[config.mk]
export PLATFORM = sky130hd
export DESIGN_NAME = board_store
export DESIGN_NICKNAME = d
export VERILOG_FILES = /design/src/rtl/board_store.sv
export SDC_FILE = /design/constraint.sdc
export NUM_CORES = 1
export LEC_CHECK = 0
export ABC_AREA = 0
export CAP_MARGIN = 20
export CORE_ASPECT_RATIO = 0.75
export CORE_UTILIZATION = 40
export DETAILED_ROUTE_END_ITERATION = 7
export HOLD_SLACK_MARGIN = 0.12
export PLACE_DENSITY_LB_ADDON = 0.05
export SLEW_MARGIN = 5
export SYNTH_ARGS = -nofsm -noshare
export SYNTH_HDL_FRONTEND = slang
export SYNTH_SLANG_ARGS = --single-unit
[constraint.sdc]
create_clock -name clk -period 21.9 [get_ports clk]
set_clock_uncertainty 0.1 [all_clocks]
set_input_delay 4.38 -clock clk [delete_from_list [all_inputs] [get_ports clk]]
set_output_delay 4.38 -clock clk [all_outputs]
set_load 0.005 [all_outputs]
[src/rtl/board_store.sv]
// board_store: 16x16 five-in-a-row board memory, placement sequencer and
// check-chain handshake. Optional undo support is enabled by BOARD_STORE_UNDO_EN.
module board_store #(
  parameter logic [1:0] CLEAR_VAL = 2'd0
) (
  input  logic       clk,
  input  logic       reset,
  input  logic [7:0] pointer,
  input  logic       place_valid,
`ifdef BOARD_STORE_UNDO_EN
  input  logic       undo_valid,
`endif
  output logic       place_ready,
  output logic       place_ok,
  output logic       place_err,
  output logic [1:0] chess,
  output logic       active,
  input  logic       check_done,
  input  logic [7:0] address,
  output logic [1:0] currstate,
  output logic [1:0] turn,
  output logic [8:0] move_count,
  output logic       board_full
);

  typedef enum logic [1:0] {
    S_CLEAR = 2'd0,
    S_IDLE  = 2'd1,
    S_CHECK = 2'd2
  } state_e;

  state_e     state_q, state_d;
  logic [7:0] clr_cnt_q, clr_cnt_d;
  logic [1:0] cells_q [256];
  logic       place_ok_q, place_ok_d;
  logic       place_err_q, place_err_d;
  logic [1:0] chess_q, chess_d;
  logic       active_q, active_d;
  logic [1:0] turn_q, turn_d;
  logic [8:0] move_count_q, move_count_d;

  logic       cell_we_s;
  logic [7:0] cell_waddr_s;
  logic [1:0] cell_wdata_s;
  logic       full_s;
  logic       ready_s;
  logic [1:0] target_cell_s;

`ifdef BOARD_STORE_UNDO_EN
  logic       hist_valid_q, hist_valid_d;
  logic [7:0] hist_addr_q, hist_addr_d;
  logic [1:0] hist_stone_q, hist_stone_d;
`endif

  assign full_s        = (move_count_q == 9'd256);
  assign ready_s       = (state_q == S_IDLE) && !full_s;
  assign target_cell_s = cells_q[pointer];

  // Next-state and output decode for the clear/idle/check sequencer
  always_comb begin
    state_d      = state_q;
    clr_cnt_d    = clr_cnt_q;
    place_ok_d   = 1'b0;
    place_err_d  = 1'b0;
    chess_d      = chess_q;
    active_d     = active_q;
    turn_d       = turn_q;
    move_count_d = move_count_q;
    cell_we_s    = 1'b0;
    cell_waddr_s = 8'd0;
    cell_wdata_s = CLEAR_VAL;
`ifdef BOARD_STORE_UNDO_EN
    hist_valid_d = hist_valid_q;
    hist_addr_d  = hist_addr_q;
    hist_stone_d = hist_stone_q;
`endif
    case (state_q)
      S_CLEAR: begin
        cell_we_s    = 1'b1;
        cell_waddr_s = clr_cnt_q;
        cell_wdata_s = CLEAR_VAL;
        clr_cnt_d    = clr_cnt_q + 8'd1;
        if (clr_cnt_q == 8'd255) begin
          state_d = S_IDLE;
        end else begin
          state_d = S_CLEAR;
        end
      end
      S_IDLE: begin
`ifdef BOARD_STORE_UNDO_EN
        // Undo takes priority over a simultaneous placement request
        if (undo_valid && hist_valid_q) begin
          cell_we_s    = 1'b1;
          cell_waddr_s = hist_addr_q;
          cell_wdata_s = CLEAR_VAL;
          turn_d       = hist_stone_q;
          move_count_d = move_count_q - 9'd1;
          hist_valid_d = 1'b0;
        end else
`endif
        if (place_valid && ready_s) begin
          if (target_cell_s == CLEAR_VAL) begin
            cell_we_s    = 1'b1;
            cell_waddr_s = pointer;
            cell_wdata_s = turn_q;
            place_ok_d   = 1'b1;
            chess_d      = turn_q;
            turn_d       = (turn_q == 2'd1) ? 2'd2 : 2'd1;
            move_count_d = move_count_q + 9'd1;
            active_d     = 1'b1;
            state_d      = S_CHECK;
`ifdef BOARD_STORE_UNDO_EN
            hist_valid_d = 1'b1;
            hist_addr_d  = pointer;
            hist_stone_d = turn_q;
`endif
          end else begin
            place_err_d = 1'b1;
          end
        end else begin
          state_d = S_IDLE;
        end
      end
      S_CHECK: begin
        active_d = 1'b1;
        if (check_done) begin
          active_d = 1'b0;
          state_d  = S_IDLE;
        end else begin
          state_d  = S_CHECK;
        end
      end
      default: begin
        state_d   = S_CLEAR;
        clr_cnt_d = 8'd0;
        active_d  = 1'b0;
      end
    endcase
  end

  // Sequencer and status registers with synchronous active-low reset
  always_ff @(posedge clk) begin
    if (!reset) begin
      state_q      <= S_CLEAR;
      clr_cnt_q    <= 8'd0;
      place_ok_q   <= 1'b0;
      place_err_q  <= 1'b0;
      chess_q      <= 2'd0;
      active_q     <= 1'b0;
      turn_q       <= 2'd1;
      move_count_q <= 9'd0;
`ifdef BOARD_STORE_UNDO_EN
      hist_valid_q <= 1'b0;
      hist_addr_q  <= 8'd0;
      hist_stone_q <= 2'd0;
`endif
    end else begin
      state_q      <= state_d;
      clr_cnt_q    <= clr_cnt_d;
      place_ok_q   <= place_ok_d;
      place_err_q  <= place_err_d;
      chess_q      <= chess_d;
      active_q     <= active_d;
      turn_q       <= turn_d;
      move_count_q <= move_count_d;
`ifdef BOARD_STORE_UNDO_EN
      hist_valid_q <= hist_valid_d;
      hist_addr_q  <= hist_addr_d;
      hist_stone_q <= hist_stone_d;
`endif
    end
  end

  // Cell storage is wiped by the CLEAR sweep rather than by reset
  always_ff @(posedge clk) begin
    if (reset && cell_we_s) begin
      cells_q[cell_waddr_s] <= cell_wdata_s;
    end
  end

  assign place_ready = ready_s;
  assign place_ok    = place_ok_q;
  assign place_err   = place_err_q;
  assign chess       = chess_q;
  assign active      = active_q;
  assign turn        = turn_q;
  assign move_count  = move_count_q;
  assign board_full  = full_s;
  assign currstate   = (state_q == S_CLEAR) ? CLEAR_VAL : cells_q[address];

endmodule

==> run metrics <==
final core occ=0.453; status=complete, no violations; Hold Crit Class=reg -> reg; first-pass GRT wire length=between 100000 and 150000 um; Reg-to-Reg Start=cells_q[182][0]; # placed instances=2645; Hold Crit Depth=2; number of buffers added on ports=39; setup repair bufs after CTS=0; fmax=between 70 and 80 MHz; Yosys reg bits=around 540; Max-cap violations=0; non-filler cells, final=between 2000 and 3000; Antenna Violating Nets Remaining=0; Via Count=around 18000; FF-to-FF setup slack=16.09 ns; ys async rst share=0; drt total wl=89400 um; final setup violation count=0; Avg Inst Size Synth=around 14 um2; CTS HTree Levels=2; Synth cell types=86; vias in the first global route=around 18000; antenna violations before repair=3; Place WS=between 8 and 9 ns; Final Hold Viols=0; clk_lat worst skew=between 0.6 and 0.7 ns; Post-synth EDFFs=between 500 and 600; WHS Endpoint=chess[1]; DRT Pass-1 Iters=6; hold_buf cts=0; critical path class=in -> out; Sink Count=roughly 540; Post-Syn Area=roughly 26000 um2; Initial DRC Count=between 2000 and 2500; die footprint=66600 um2; Mapped Cells=between 1500 and 2000; per-cell routed wire length=approximately 32 um; Initial Util=0.408; Data arrival, critical path=roughly 9 ns; Core Rows=80; largest net degree at the start of global routing=between 100 and 150; Via density=roughly 6.5; Mapped Nets=1882; CP Max Fanout=between 80 and 90; CP Launch Point=address[0]; share of layout cells above drive strength 1=0.186; die height=between 200 and 250 um; post-route design area=29100 um2; Syn-to-layout area delta=11.1%; Crit. End Element=output pin; Final Slew Violations=0; nets=1870; GRT overflow=0; critical path data required time=roughly 17 ns; Clock Tree Buf Depth=3; Placer Congestion=approximately 0.87; Worst Max-Slew Pin Slew=about 1.2 ns; Power Dens Cells=75.9 nW/um2; dpl cell area=27300 um2; PostCTS Resize Cnt=0; Leak=7.42 nW; DRC viols=0; Die X=slightly below 300 um; GRT Resource Usage Total=0.270; synth warn=0; minimum clock period=13.55 ns; core area=between 60000 and 70000 um2; total power=between 2 and 2.5 mW; VDD IR max=0.0631 mV; startpoint types=input port; max_slew headroom=0.227; Setup TNS=0 ns; register area share after synthesis=0.606; FF-to-FF path depth=10; total clock buffers created by CTS=55; root buffer cell=clkbuf_16; RSZ-0062 raised after global routing=no; Final WS setup=about 8.3 ns; clock tree from TritonCTS=built; worst r2r dst=cells_q[123][1]; num ports=40; final worst path period share=0.619; Reg clk slew, reported paths=0.07 ns; Hold Slack=approximately 0.36 ns; hpwl dp=55700 um; top_reg_cell synth=edfxtp_1; HP Start=chess[1]
-- where the power goes --
| part | internal (mW) | leakage (nW) | switching [mW] |
|---|---|---|---|
| Clock | 0.528 | 0.882 | 0.431 |
| Sequential | 1.11 | 4.13 | 0.00194 |
| Combinational | 0.0411 | 2.41 | 0.101 |
-- critical path, stage by stage --
cell and delay [ns]:
clkbuf_8 0.72, buf_4 0.87, mux4_2 0.62, mux4_2 0.57
mux4_2 0.52, mux4_2 0.47, and2_1 0.26, clkdlybuf4s50_1 0.49
-- registers in the layout (all words and copies together), names as in the netlist --
register    cells
move_count      9
state_q         2
active          1
cells_q       512
turn            2
place_err       1
chess           2
place_ok        1
clr_cnt_q       8
-- layout by cell type, fill, tap and decap left out, drive strengths merged, types with 8 or more instances in the layout --
| cell type | n |
|---|---|
| nor4 | 46 |
| nor2b | 8 |
| nand2b | 12 |
| mux4 | 173 |
| buf | 48 |
| clkdlybuf4s50 | 32 |
| o21ai | 43 |
| edfxtp | 512 |
| a2111oi | 10 |
| o31ai | 19 |
| a21oi | 38 |
| or3 | 24 |
| clkinv | 26 |
| nand2 | 48 |
| o32ai | 13 |
| o2111ai | 9 |
| a211oi | 29 |
| nor2 | 284 |
| o211ai | 16 |
| o311ai | 26 |
| inv | 19 |
| o22ai | 15 |
| clkbuf | 69 |
| dfxtp | 26 |
| nand3 | 21 |
| nor3 | 199 |
-- cells by family (layout without fill, tap and decap cells) --
kind of cell | Yosys count | in the layout | share of synthesized area
simple gates | 681 | 681 | 0.125
flops | 538 | 538 | 0.606
compound gates | 271 | 271 | 0.0804
mux | 178 | 178 | 0.150
buf+inv | 167 | 201 | 0.0306
xor+xnor | 13 | 13 | 0.00434
fa+ha+maj | 7 | 7 | 0.00334
other cells | 0 | 1 | 0
-- Yosys cell counts, types with 4 or more instances --
| cell | instances | area (um2) |
|---|---|---|
| o31ai_1 | 17 | 128 |
| inv_1 | 11 | 41.3 |
| mux2i_1 | 4 | 40.0 |
| buf_1 | 17 | 63.8 |
| edfxtp_1 | 512 | 15400 |
| and3_1 | 7 | 43.8 |
| o22ai_1 | 15 | 93.8 |
| nor3_2 | 4 | 40.0 |
| a221o_1 | 5 | 50.1 |
| a31oi_1 | 4 | 25.0 |
| o211ai_1 | 16 | 120 |
| nand4_1 | 7 | 43.8 |
| nor4_2 | 4 | 50.1 |
| xor2_1 | 7 | 61.3 |
| xnor2_1 | 6 | 52.6 |
| a211oi_1 | 29 | 218 |
| nand2_1 | 48 | 180 |
| buf_2 | 38 | 190 |
| o21ai_1 | 7 | 35.0 |
| o32ai_1 | 13 | 114 |
| o311ai_1 | 9 | 78.8 |
| mux4_2 | 173 | 3900 |
| nor2b_1 | 8 | 50.1 |
| and2_1 | 7 | 43.8 |
| a21oi_1 | 37 | 185 |
| ha_1 | 7 | 87.6 |
| nand3b_1 | 4 | 30.0 |
| dfxtp_1 | 26 | 521 |
| buf_4 | 4 | 30.0 |
| clkbuf_1 | 77 | 289 |
| o311ai_0 | 15 | 131 |
| o2111ai_1 | 9 | 78.8 |
| nor4_1 | 40 | 250 |
| nor2_1 | 284 | 1070 |
| o32a_1 | 4 | 40.0 |
| nand3_1 | 21 | 105 |
| nor3_1 | 193 | 966 |
| or3_1 | 24 | 150 |
| o21ai_0 | 35 | 175 |
| nand2b_1 | 11 | 68.8 |
| buf_6 | 15 | 169 |
| a2111oi_0 | 9 | 78.8 |
-- how the worst max path moves through the flow --
stage	endpoint	cells past startpoint
after CTS	currstate[0]	8
final	currstate[0]	8
after floorplan	currstate[0]	7
after detailed placement	currstate[1]	8
after global placement	currstate[1]	8
after global routing	currstate[0]	8
-- per-layer routing --
layer	share of wire	wire length, um	GRT usage	vias to the layer above
li1	-	-	-	7494
met1	0.43	38500	0.389	9242
met2	0.42	37300	0.377	997
met3	0.12	10500	0.0937	179
met4	0.033	2960	0.0903	2
met5	0.000090	8	0	-
-- layout make-up --
cell class	count	area, um2
clock inverters	37	378
fillers	5780	35100
inverters	15	66.3
diodes	1	2.50
repair buffers	83	704
multi-input cells	1150	9600
clock buffers	66	1420
flip-flops and latches	538	15900
well taps	861	1080
Note: power is estimated with default switching activity, not from simulation.
